File: src/rtl/ethtransmit.sv
// GMII transmit frame engine: preamble/SFD, buffer readout, zero padding,
// FCS insertion from the shared CRC unit, inter-frame gap and done handshake.
module ethtransmit #(
    parameter int unsigned MINLEN = 60,
    parameter int unsigned MAXLEN = 1514,
    parameter int unsigned IFG    = 12
) (
    input  logic        clk,
    input  logic        clr,
    input  logic        txena,
    input  logic        txrdy,
    input  logic [10:0] txcntb,
    output logic [8:0]  txbaddr,
    input  logic [31:0] txbdata,
    input  logic [31:0] crc,
    output logic [7:0]  dataout,
    output logic        txen,
    output logic        txer,
    output logic        crcen,
    output logic        crcre,
    output logic        txdone
);

    typedef enum logic [2:0] {
        S_IDLE, S_PREAMBLE, S_SFD, S_TX_DATA, S_TX_PAD, S_TX_CRC, S_TX_IFG, S_FINISH
    } state_t;

    localparam logic [10:0] MIN_L = 11'(MINLEN);
    localparam logic [10:0] MAX_L = 11'(MAXLEN);
    localparam logic [7:0]  IFG_LAST = 8'(IFG - 1);

    state_t      state_q, state_d;
    logic [10:0] len_q, len_d;
    logic [10:0] cnt_q, cnt_d;
    logic [31:0] sh_q, sh_d;
    logic [7:0]  sub_q, sub_d;
    logic [7:0]  dataout_q, dataout_d;
    logic [8:0]  txbaddr_q, txbaddr_d;
    logic        txen_q, txen_d;
    logic        crcen_q, crcen_d;
    logic        crcre_q, crcre_d;
    logic        txdone_q, txdone_d;

    always_comb begin
        state_d   = state_q;
        len_d     = len_q;
        cnt_d     = cnt_q;
        sh_d      = sh_q;
        sub_d     = sub_q;
        dataout_d = dataout_q;
        txbaddr_d = txbaddr_q;
        txen_d    = txen_q;
        crcen_d   = 1'b0;
        crcre_d   = crcre_q;
        txdone_d  = txdone_q;

        case (state_q)
            S_IDLE: begin
                crcre_d   = 1'b1;
                txen_d    = 1'b0;
                dataout_d = '0;
                txbaddr_d = '0;
                txdone_d  = 1'b0;
                if (txrdy && txena) begin
                    if (txcntb != '0) begin
                        len_d     = (txcntb > MAX_L) ? MAX_L : txcntb;
                        cnt_d     = '0;
                        sub_d     = '0;
                        state_d   = S_PREAMBLE;
                        dataout_d = 8'h55;
                        txen_d    = 1'b1;
                    end else begin
                        state_d  = S_FINISH;
                        txdone_d = 1'b1;
                    end
                end
            end
            S_PREAMBLE: begin
                if (sub_q == 8'd6) begin
                    state_d   = S_SFD;
                    dataout_d = 8'hD5;
                    crcre_d   = 1'b0;
                end else begin
                    sub_d     = sub_q + 8'd1;
                    dataout_d = 8'h55;
                end
            end
            // Outputs are registered, so each edge chooses the byte for the
            // coming cycle: next data lane, a pad byte, or FCS byte 0.
            S_SFD, S_TX_DATA, S_TX_PAD: begin
                if (cnt_q < len_q) begin
                    state_d = S_TX_DATA;
                    crcen_d = 1'b1;
                    cnt_d   = cnt_q + 11'd1;
                    if (cnt_q[1:0] == 2'd0) begin
                        dataout_d = txbdata[7:0];
                        sh_d      = {8'h00, txbdata[31:8]};
                        if (({1'b0, cnt_q} + 12'd4) < {1'b0, len_q})
                            txbaddr_d = txbaddr_q + 9'd1;
                    end else begin
                        dataout_d = sh_q[7:0];
                        sh_d      = {8'h00, sh_q[31:8]};
                    end
                end else if (cnt_q < MIN_L) begin
                    state_d   = S_TX_PAD;
                    crcen_d   = 1'b1;
                    cnt_d     = cnt_q + 11'd1;
                    dataout_d = '0;
                end else begin
                    state_d   = S_TX_CRC;
                    dataout_d = crc[7:0];
                    sh_d      = {8'h00, crc[31:8]};
                    sub_d     = '0;
                end
            end
            S_TX_CRC: begin
                if (sub_q == 8'd3) begin
                    state_d   = S_TX_IFG;
                    txen_d    = 1'b0;
                    dataout_d = '0;
                    crcre_d   = 1'b1;
                    sub_d     = '0;
                end else begin
                    dataout_d = sh_q[7:0];
                    sh_d      = {8'h00, sh_q[31:8]};
                    sub_d     = sub_q + 8'd1;
                end
            end
            S_TX_IFG: begin
                if (sub_q == IFG_LAST) begin
                    state_d   = S_FINISH;
                    txdone_d  = txrdy;
                    txbaddr_d = '0;
                end else begin
                    sub_d = sub_q + 8'd1;
                end
            end
            S_FINISH: begin
                txdone_d = txrdy;
                if (!txrdy) begin
                    state_d   = S_IDLE;
                    crcre_d   = 1'b1;
                    txbaddr_d = '0;
                end
            end
            default: state_d = S_IDLE;
        endcase
    end

    always_ff @(negedge clk) begin
        if (clr) begin
            state_q   <= S_IDLE;
            len_q     <= '0;
            cnt_q     <= '0;
            sh_q      <= '0;
            sub_q     <= '0;
            dataout_q <= '0;
            txbaddr_q <= '0;
            txen_q    <= 1'b0;
            crcen_q   <= 1'b0;
            crcre_q   <= 1'b1;
            txdone_q  <= 1'b0;
        end else begin
            state_q   <= state_d;
            len_q     <= len_d;
            cnt_q     <= cnt_d;
            sh_q      <= sh_d;
            sub_q     <= sub_d;
            dataout_q <= dataout_d;
            txbaddr_q <= txbaddr_d;
            txen_q    <= txen_d;
            crcen_q   <= crcen_d;
            crcre_q   <= crcre_d;
            txdone_q  <= txdone_d;
        end
    end

    assign dataout = dataout_q;
    assign txbaddr = txbaddr_q;
    assign txen    = txen_q;
    assign txer    = 1'b0;
    assign crcen   = crcen_q;
    assign crcre   = crcre_q;
    assign txdone  = txdone_q;

endmodule
File: config.mk
export PLATFORM = sky130hd
export DESIGN_NAME = ethtransmit
export DESIGN_NICKNAME = d
export VERILOG_FILES = /design/src/rtl/ethtransmit.sv
export SDC_FILE = /design/constraint.sdc
export NUM_CORES = 1
export LEC_CHECK = 0
export CELL_PAD_IN_SITES_DETAIL_PLACEMENT = 2
export CELL_PAD_IN_SITES_GLOBAL_PLACEMENT = 2
export CORE_ASPECT_RATIO = 0.8
export CORE_MARGIN = 2
export CORE_UTILIZATION = 27
export CTS_BUF_LIST = sky130_fd_sc_hd__clkbuf_8
export DETAILED_ROUTE_END_ITERATION = 8
export HOLD_SLACK_MARGIN = 0.06
export PLACE_DENSITY = 0.86
export SLEW_MARGIN = 25
export SYNTH_ARGS = -nofsm -noshare
export SYNTH_HDL_FRONTEND = slang
export SYNTH_SLANG_ARGS = --single-unit
File: constraint.sdc
create_clock -name clk -period 3.1 [get_ports clk]
set_input_delay 0.465 -clock clk [delete_from_list [all_inputs] [get_ports clk]]
set_output_delay 0.465 -clock clk [all_outputs]
set_load 0.01 [all_outputs]
==> summary.md, run 1 <==
| Metric | Value |
|---|---|
| Power Total | `0.00362 W` |
| GRT Resource Usage Total | `32.7%` |
| Initial DRC Count | `640` |
| Yosys reg bits | `78` |
| Worst-path clk slew | `60 ps` |
| Max Slew Vio Count | `0` |
| Nets | `949` |
| Share of cells above drive strength 1 | `30.0%` |
| Internal Dissipation | `0.00190 W` |
| Async SR Flop Fraction | `0%` |
| Largest net degree at the start of global routing | `33` |
| Initial DRT Pass Iterations | `8` |
| Skew final | `110 ps` |
| Pwr Density | `465 mW/mm²` |
| Mean Syn Cell Area | `8.28 µm²` |
| Critical path required time | `1870 ps` |
| Synth top area cells | `dfxtp_1, ha_1, nor2_1` |
| DIE HEIGHT | `124 µm` |
| Design area | `0.00778 mm²` |
| WL final | `34.9 mm` |
| Post-synth top flop | `dfxtp_1` |
| Clock buffer depth | `2` |
| VDD IR-drop max | `368 µV` |
| Crit. End Element | `flip-flop` |
| Post-synthesis sequential area ratio | `32.3%` |
| Die ar. | `0.0190 mm²` |
| WL/cell | `32.5 µm` |
| Post-Synth Adder-Cell Area | `6.46%` |
| Slew @ Worst Pin | `1040 ps` |
| Outcome | `complete, but fails checks` |
| Post-synthesis mux area share | `1.14%` |
| Crit-path slowest cell | `or4_4` |
| Initial core utilization | `27.8%` |
| Synth unique cells | `76` |
| Share of the synthesized area in the top cell type | `32.3%` |
| Overflow after GRT | `0` |
| Synthesized cell area | `0.00484 mm²` |
| # IOs | `101` |
| Synthesized instance count | `584` |
| Initial antenna violation count | `0` |
| CP startpoint kind | `primary input` |
| Vias | `6746` |
| CTS tree | `yes` |
| Row cnt | `43` |
| RSZ-0062 raised after global routing | `true` |
| Area growth, synth to finish | `60.7%` |
| GPL Wtd Cong | `0.917` |
| Min Hold Slack | `521 ps` |
| Root Buffer | `clkbuf_8` |
| Largest family of logic cells by synthesized area | `compound AO/OA/AOI/OAI gates` |
| Clock share of power | `40.6%` |
| Switching share of power | `47.4%` |
| CTS sink cnt | `78` |
| Final Hold Viols | `0` |
| Post-DP Area | `0.00668 mm²` |
| Final WS setup | `-559 ps` |
| Worst Path Max Fanout | `4` |
| Synth Area in XOR/XNOR | `3.80%` |
| DR vias/cell | `6.28` |
| Worst-skew pair later-pin latency | `510 ps` |
| Flop pwr share | `30.7%` |
| Die width | `154 µm` |
| Min-delay worst type | `flip-flop to flip-flop` |
| Pre-CTS setup slack | `-1330 ps` |
| CORE AREA | `0.0174 mm²` |
| Worst Path Arrival | `2430 ps` |
| Hold buffers post-CTS | `0` |
| Synth Area in Simple Gates | `22.4%` |
| Leak pwr | `3.40 nW` |
| Synth Area in Compound Gates | `28.9%` |
| Port Buffers | `99` |
| Count of unresolved DRC violations after routing | `0` |
| Failing checks | `setup timing` |
| Post-route ant nets | `0` |
| Worst path cell trace | `buf_6, or4_4, or3_4, nand4_4, nand2_4, a221o_1, a221oi_2, nor2_1` |
| # diodes | `0` |
| First-pass GRT wire length | `46.2 mm` |
| Normalized max-slew margin | `30.0%` |
| HPWL Detailed | `17.0 mm` |
| Syn Nets | `688` |
| H-tree levels | `3` |
| MaxCap Viol Count | `0` |
| Cell taking the most area after synthesis | `dfxtp_1` |
| CTS Buf Count | `9` |
| NetSw | `0.00171 W` |
| Comb pwr share | `28.7%` |
| Post-synth EDFFs | `0` |
| Vias in the first global route | `7460` |
| Final setup fails | `57` |
| Yosys warning count | `0` |
| Largest stage delay, worst path | `570 ps` |
| WS Path Type | `primary input to flip-flop` |
-- through the flow --
step | util [%] | TNS (ps) | instances
6_report | 44.6 | -16800 | 1074
5_1_grt | 44.6 | -17890 | 1074
4_1_cts | 42.4 | -12450 | 1063
3_5_place_dp | 38.3 | -61520 | 964
3_3_place_gp | 38.3 | -54260 | 964
2_1_floorplan | - | -17580 | 584
-- routing by layer --
layer | routed length, µm | track usage, % | share of wire, % | vias up
li1 | - | - | - | 2702
met1 | 12600 | 34.6 | 36 | 3302
met3 | 2850 | 10.5 | 8.2 | 218
met2 | 16700 | 56.3 | 48 | 524
met5 | 0 | 0 | 0 | -
met4 | 2650 | 22.8 | 7.6 | 0
-- logic make-up after synthesis --
kind of cell / after synthesis
and+or+nand+nor: 214
AOI/OAI and AO/OA: 182
DFF: 78
buffers and inverters: 58
adders and majority gates: 25
xor gates and xnor gates: 21
muxes: 5
other: 1
-- final timing paths --
kind                            slack, ps      start  cells after the start          to
worst max-delay path                 -560  txcntb[8]                      8  dataout[0]
worst min-delay path                  520   sh_q[16]                      2    sh_q[16]
worst max register to register       -290   cnt_q[3]                     16  txbaddr[1]
worst min register to register        520   sh_q[16]                      2    sh_q[16]
-- power by group through the flow --
stage	registers (W)	logic, W	clock network (W)
floorplan	0.00109	0.000411	0.000154
global placement	0.00110	0.000708	0.000154
detailed placement	0.00111	0.000768	0.000154
CTS	0.00110	0.000865	0.00133
global route	0.00111	0.00107	0.00155
finish	0.00111	0.00104	0.00147
-- final cells by class --
type,count,area (µm²)
clock buffer,9,124
clock inverter,84,338
fill,1880,9650
inverter,24,98.8
multi-input combinational,448,3520
sequential,78,1580
tap,225,282
timing repair buffer,206,1840
-- placed cells by master (no fill, tap or decap), types with 15 or more instances in the layout --
master	n
ha_1	24
a22o_1	16
a21oi_1	27
nand2_1	51
nand3_1	21
o21ai_0	24
dfxtp_1	71
buf_6	15
buf_4	90
inv_1	101
nor2_1	53
clkdlybuf4s50_1	64
-- synth_stat cells (3+ instances only) --
cell type  count
a221oi_2       3
clkbuf_1      17
dfxtp_1       78
or3_1          5
or4_4          4
nor2_1        65
nor2b_1        5
mux2_2         4
and3_1         6
a31oi_1        4
nand2_1       58
a22oi_1        5
a2111oi_0      4
a21oi_1       33
nand4_1        5
a32oi_1        6
a221oi_1      20
nor3_1         8
ha_1          25
o32ai_1        3
xnor2_1       14
inv_1         25
a22o_1        16
and2_1         4
nor3_2         4
nor4_1         5
buf_2         12
nand2b_1       5
xor2_1         7
o22ai_1        7
o221a_2        3
a211o_1       10
a221o_1        5
o21ai_0       32
nand3_1       25
-- sequential cells by signal (all words and copies together), names as in the netlist --
register and cells:
sh_q 24, cnt_q 11, len_q 11, txbaddr 9, dataout 8, sub_q 8, state_q 3, crcen 1
crcre 1, txdone 1, txen 1
-- critical path, delay by kind of cell --
kind                   cells  cell delay (ps)
AOI/OAI and AO/OA          2              590
buffers and inverters      1               90
and+or+nand+nor            5             1290
-- what timing repair did --
item,in CTS,in global routing
gates cloned,0,1
endpoints found under the setup margin,80,87
gates resized for setup,145,84
buffers inserted,7,10
endpoints found under the hold margin,0,0
pin swaps,36,22
No activity file was read; power rests on OpenSTA's default activity.
==> inputs of run 2 (changes only) <==
Settings changed: CELL_PAD_IN_SITES_DETAIL_PLACEMENT 2 to 0, CELL_PAD_IN_SITES_GLOBAL_PLACEMENT 2 to 1, PLACE_DENSITY 0.86 to 0.73, SETUP_SLACK_MARGIN from default to 0.2.
==> run 2 against run 1 <==
The flow still finishes with violations (setup timing). Final cell count rose by 1.0%. Sequential share of layout area fell by 0.097 points. Via count fell by 15%. Non-clock buffer count rose by 10. Combinational power fell by 15%. Die area did not move. Critical endpoint is now sub_q[7].
==> summary.md, run 2 (synthesis results as in run 1) <==
| Metric | Value |
|---|---|
| Outcome | `complete, but fails checks` |
| Failing checks | `setup timing` |
| Clock share of power | `39.6%` |
| CP startpoint kind | `primary input` |
| WL final | `17.7 mm` |
| CTS Buf Count | `9` |
| Crit. End Element | `flip-flop` |
| Design area | `0.00795 mm²` |
| Critical path required time | `1850 ps` |
| Initial DRT Pass Iterations | `5` |
| Leak pwr | `3.49 nW` |
| Max reg flops | `24` |
| MaxCap Viol Count | `0` |
| Pwr Density | `412 mW/mm²` |
| Post-DP Area | `0.00672 mm²` |
| CTS sink cnt | `78` |
| Hold_sp | `sh_q[19]` |
| Worst-skew pair later-pin latency | `430 ps` |
| Top reg by flops | `sh_q` |
| GR Util met3 | `5.98%` |
| RSZ-0062 raised after global routing | `true` |
| Worst R2R Start | `cnt_q[7]` |
| Worst Path Max Fanout | `4` |
| Die ar. | `0.0190 mm²` |
| Busiest layer in global routing | `met2` |
| CTS tree | `yes` |
| Share of cells above drive strength 1 | `34.1%` |
| Switching share of power | `38.2%` |
| DIE HEIGHT | `124 µm` |
| Commonest non-fill, non-tap cell in the layout | `inv_1` |
| GPL Wtd Cong | `0.899` |
| Vias | `5704` |
| Worst Path Arrival | `2230 ps` |
| VDD IR-drop max | `195 µV` |
| # diodes | `0` |
| Vias in the first global route | `5606` |
| WHS Path Cells | `2` |
| Crit. Startpoint | `txcntb[9]` |
| Port Buffers | `99` |
| Area growth, synth to finish | `64.3%` |
| Met2 usage | `28.3%` |
| Worst-path clk slew | `40 ps` |
| Max Slew Vio Count | `0` |
| Skew final | `27.1 ps` |
| Internal Dissipation | `0.00202 W` |
| Normalized max-slew margin | `39.3%` |
| Slew @ Worst Pin | `908 ps` |
| Biggest regs | `sh_q: 24 flops, cnt_q: 11 flops, len_q: 11 flops` |
| Hold Crit Endpoint | `sh_q[19]` |
| Largest net degree at the start of global routing | `33` |
| H-tree levels | `3` |
| Min-delay worst type | `flip-flop to flip-flop` |
| Flop pwr share | `33.4%` |
| HPWL Detailed | `12.5 mm` |
| First-pass GRT wire length | `27.8 mm` |
| NetSw | `0.00125 W` |
| Nets | `959` |
| Final Hold Viols | `0` |
| Fillers | `1651` |
| Post-route ant nets | `0` |
| DR vias/cell | `5.26` |
| Initial DRC Count | `260` |
| Commonest non-fill, non-tap cells in the layout | `inv_1, buf_4, clkdlybuf4s50_1` |
| Clock buffer depth | `2` |
| Initial antenna violation count | `0` |
| WL/cell | `16.4 µm` |
| R2R Path End | `txbaddr[1]` |
| Hold buffers post-CTS | `0` |
| Final WS setup | `-382 ps` |
| WS Path Type | `primary input to flip-flop` |
| Non-Filler Instances | `1085` |
| # IOs | `101` |
| Internal reg-to-reg setup slack | `100 ps` |
| Row cnt | `43` |
| Placed cells | `965` |
| M1 GR Usage | `24.0%` |
| Die width | `154 µm` |
| GRT Resource Usage Total | `18.3%` |
| CORE AREA | `0.0174 mm²` |
| Initial core utilization | `27.8%` |
| Final setup fails | `38` |
| Comb pwr share | `27.0%` |
| Root Buffer | `clkbuf_8` |
| Overflow after GRT | `0` |
| Count of unresolved DRC violations after routing | `0` |
| R2R depth | `13` |
[run 2: final cells by class]
class	count	area, µm²	share of cell area [%]
clock buffers	9	124	1.56
clock inverters	85	383	4.82
inverters	24	92.6	1.16
multi-input cells	448	3520	44.2
flip-flops and latches	78	1600	20.2
well taps	225	282	3.54
repair buffers	216	1950	24.5
[run 2: stage by stage]
step                      total power [W]  worst slack [ps]  hold WS (ps)  setup TNS, ps  util (%)
after floorplan                   0.00168              -646           431         -17570         -
after global placement            0.00199             -1120           444         -52370      38.6
after detailed placement          0.00200             -1180           451         -54610      38.6
after CTS                         0.00324              -347           460          -9760      43.3
after global routing              0.00352              -415           477         -11470      45.6
final                             0.00327              -382           458          -9970      45.6
[run 2: power groups by stage]
stage	logic (W)	registers, W	clock network, W
global route	0.000957	0.00110	0.00146
finish	0.000884	0.00109	0.00129
global placement	0.000726	0.00111	0.000154
CTS	0.000809	0.00109	0.00134
floorplan	0.000424	0.00110	0.000154
detailed placement	0.000744	0.00111	0.000154
[run 2: metal layers]
metal | wire length (µm) | up-vias
li1 | - | 2731
met1 | 8250 | 2717
met2 | 8050 | 226
met3 | 1200 | 30
met4 | 248 | 0
met5 | 0 | -
[run 2: what timing repair did]
| item | in CTS | in global routing |
|---|---|---|
| pin swaps | 30 | 43 |
| endpoints found under the setup margin | 90 | 83 |
| gates cloned | 0 | 0 |
| setup buffers | 14 | 13 |
| gates resized for setup | 218 | 75 |
[run 2: how the worst max path moves through the flow]
stage	depth (start not counted)	endpoint	slack (ps)
after detailed placement	9	sub_q[7]	-1180
after floorplan	7	dataout[0]	-650
after global placement	9	sub_q[5]	-1120
after global routing	9	sub_q[7]	-410
after CTS	8	dataout[2]	-350
final	9	sub_q[7]	-380
[run 2: worst max-delay path: stages]
cell and delay (ps):
buf_6 90, or4_4 550, o311ai_4 320, buf_6 170, a221oi_4 90, buf_4 210
nand4_1 120, xnor2_1 80, nor2b_2 140
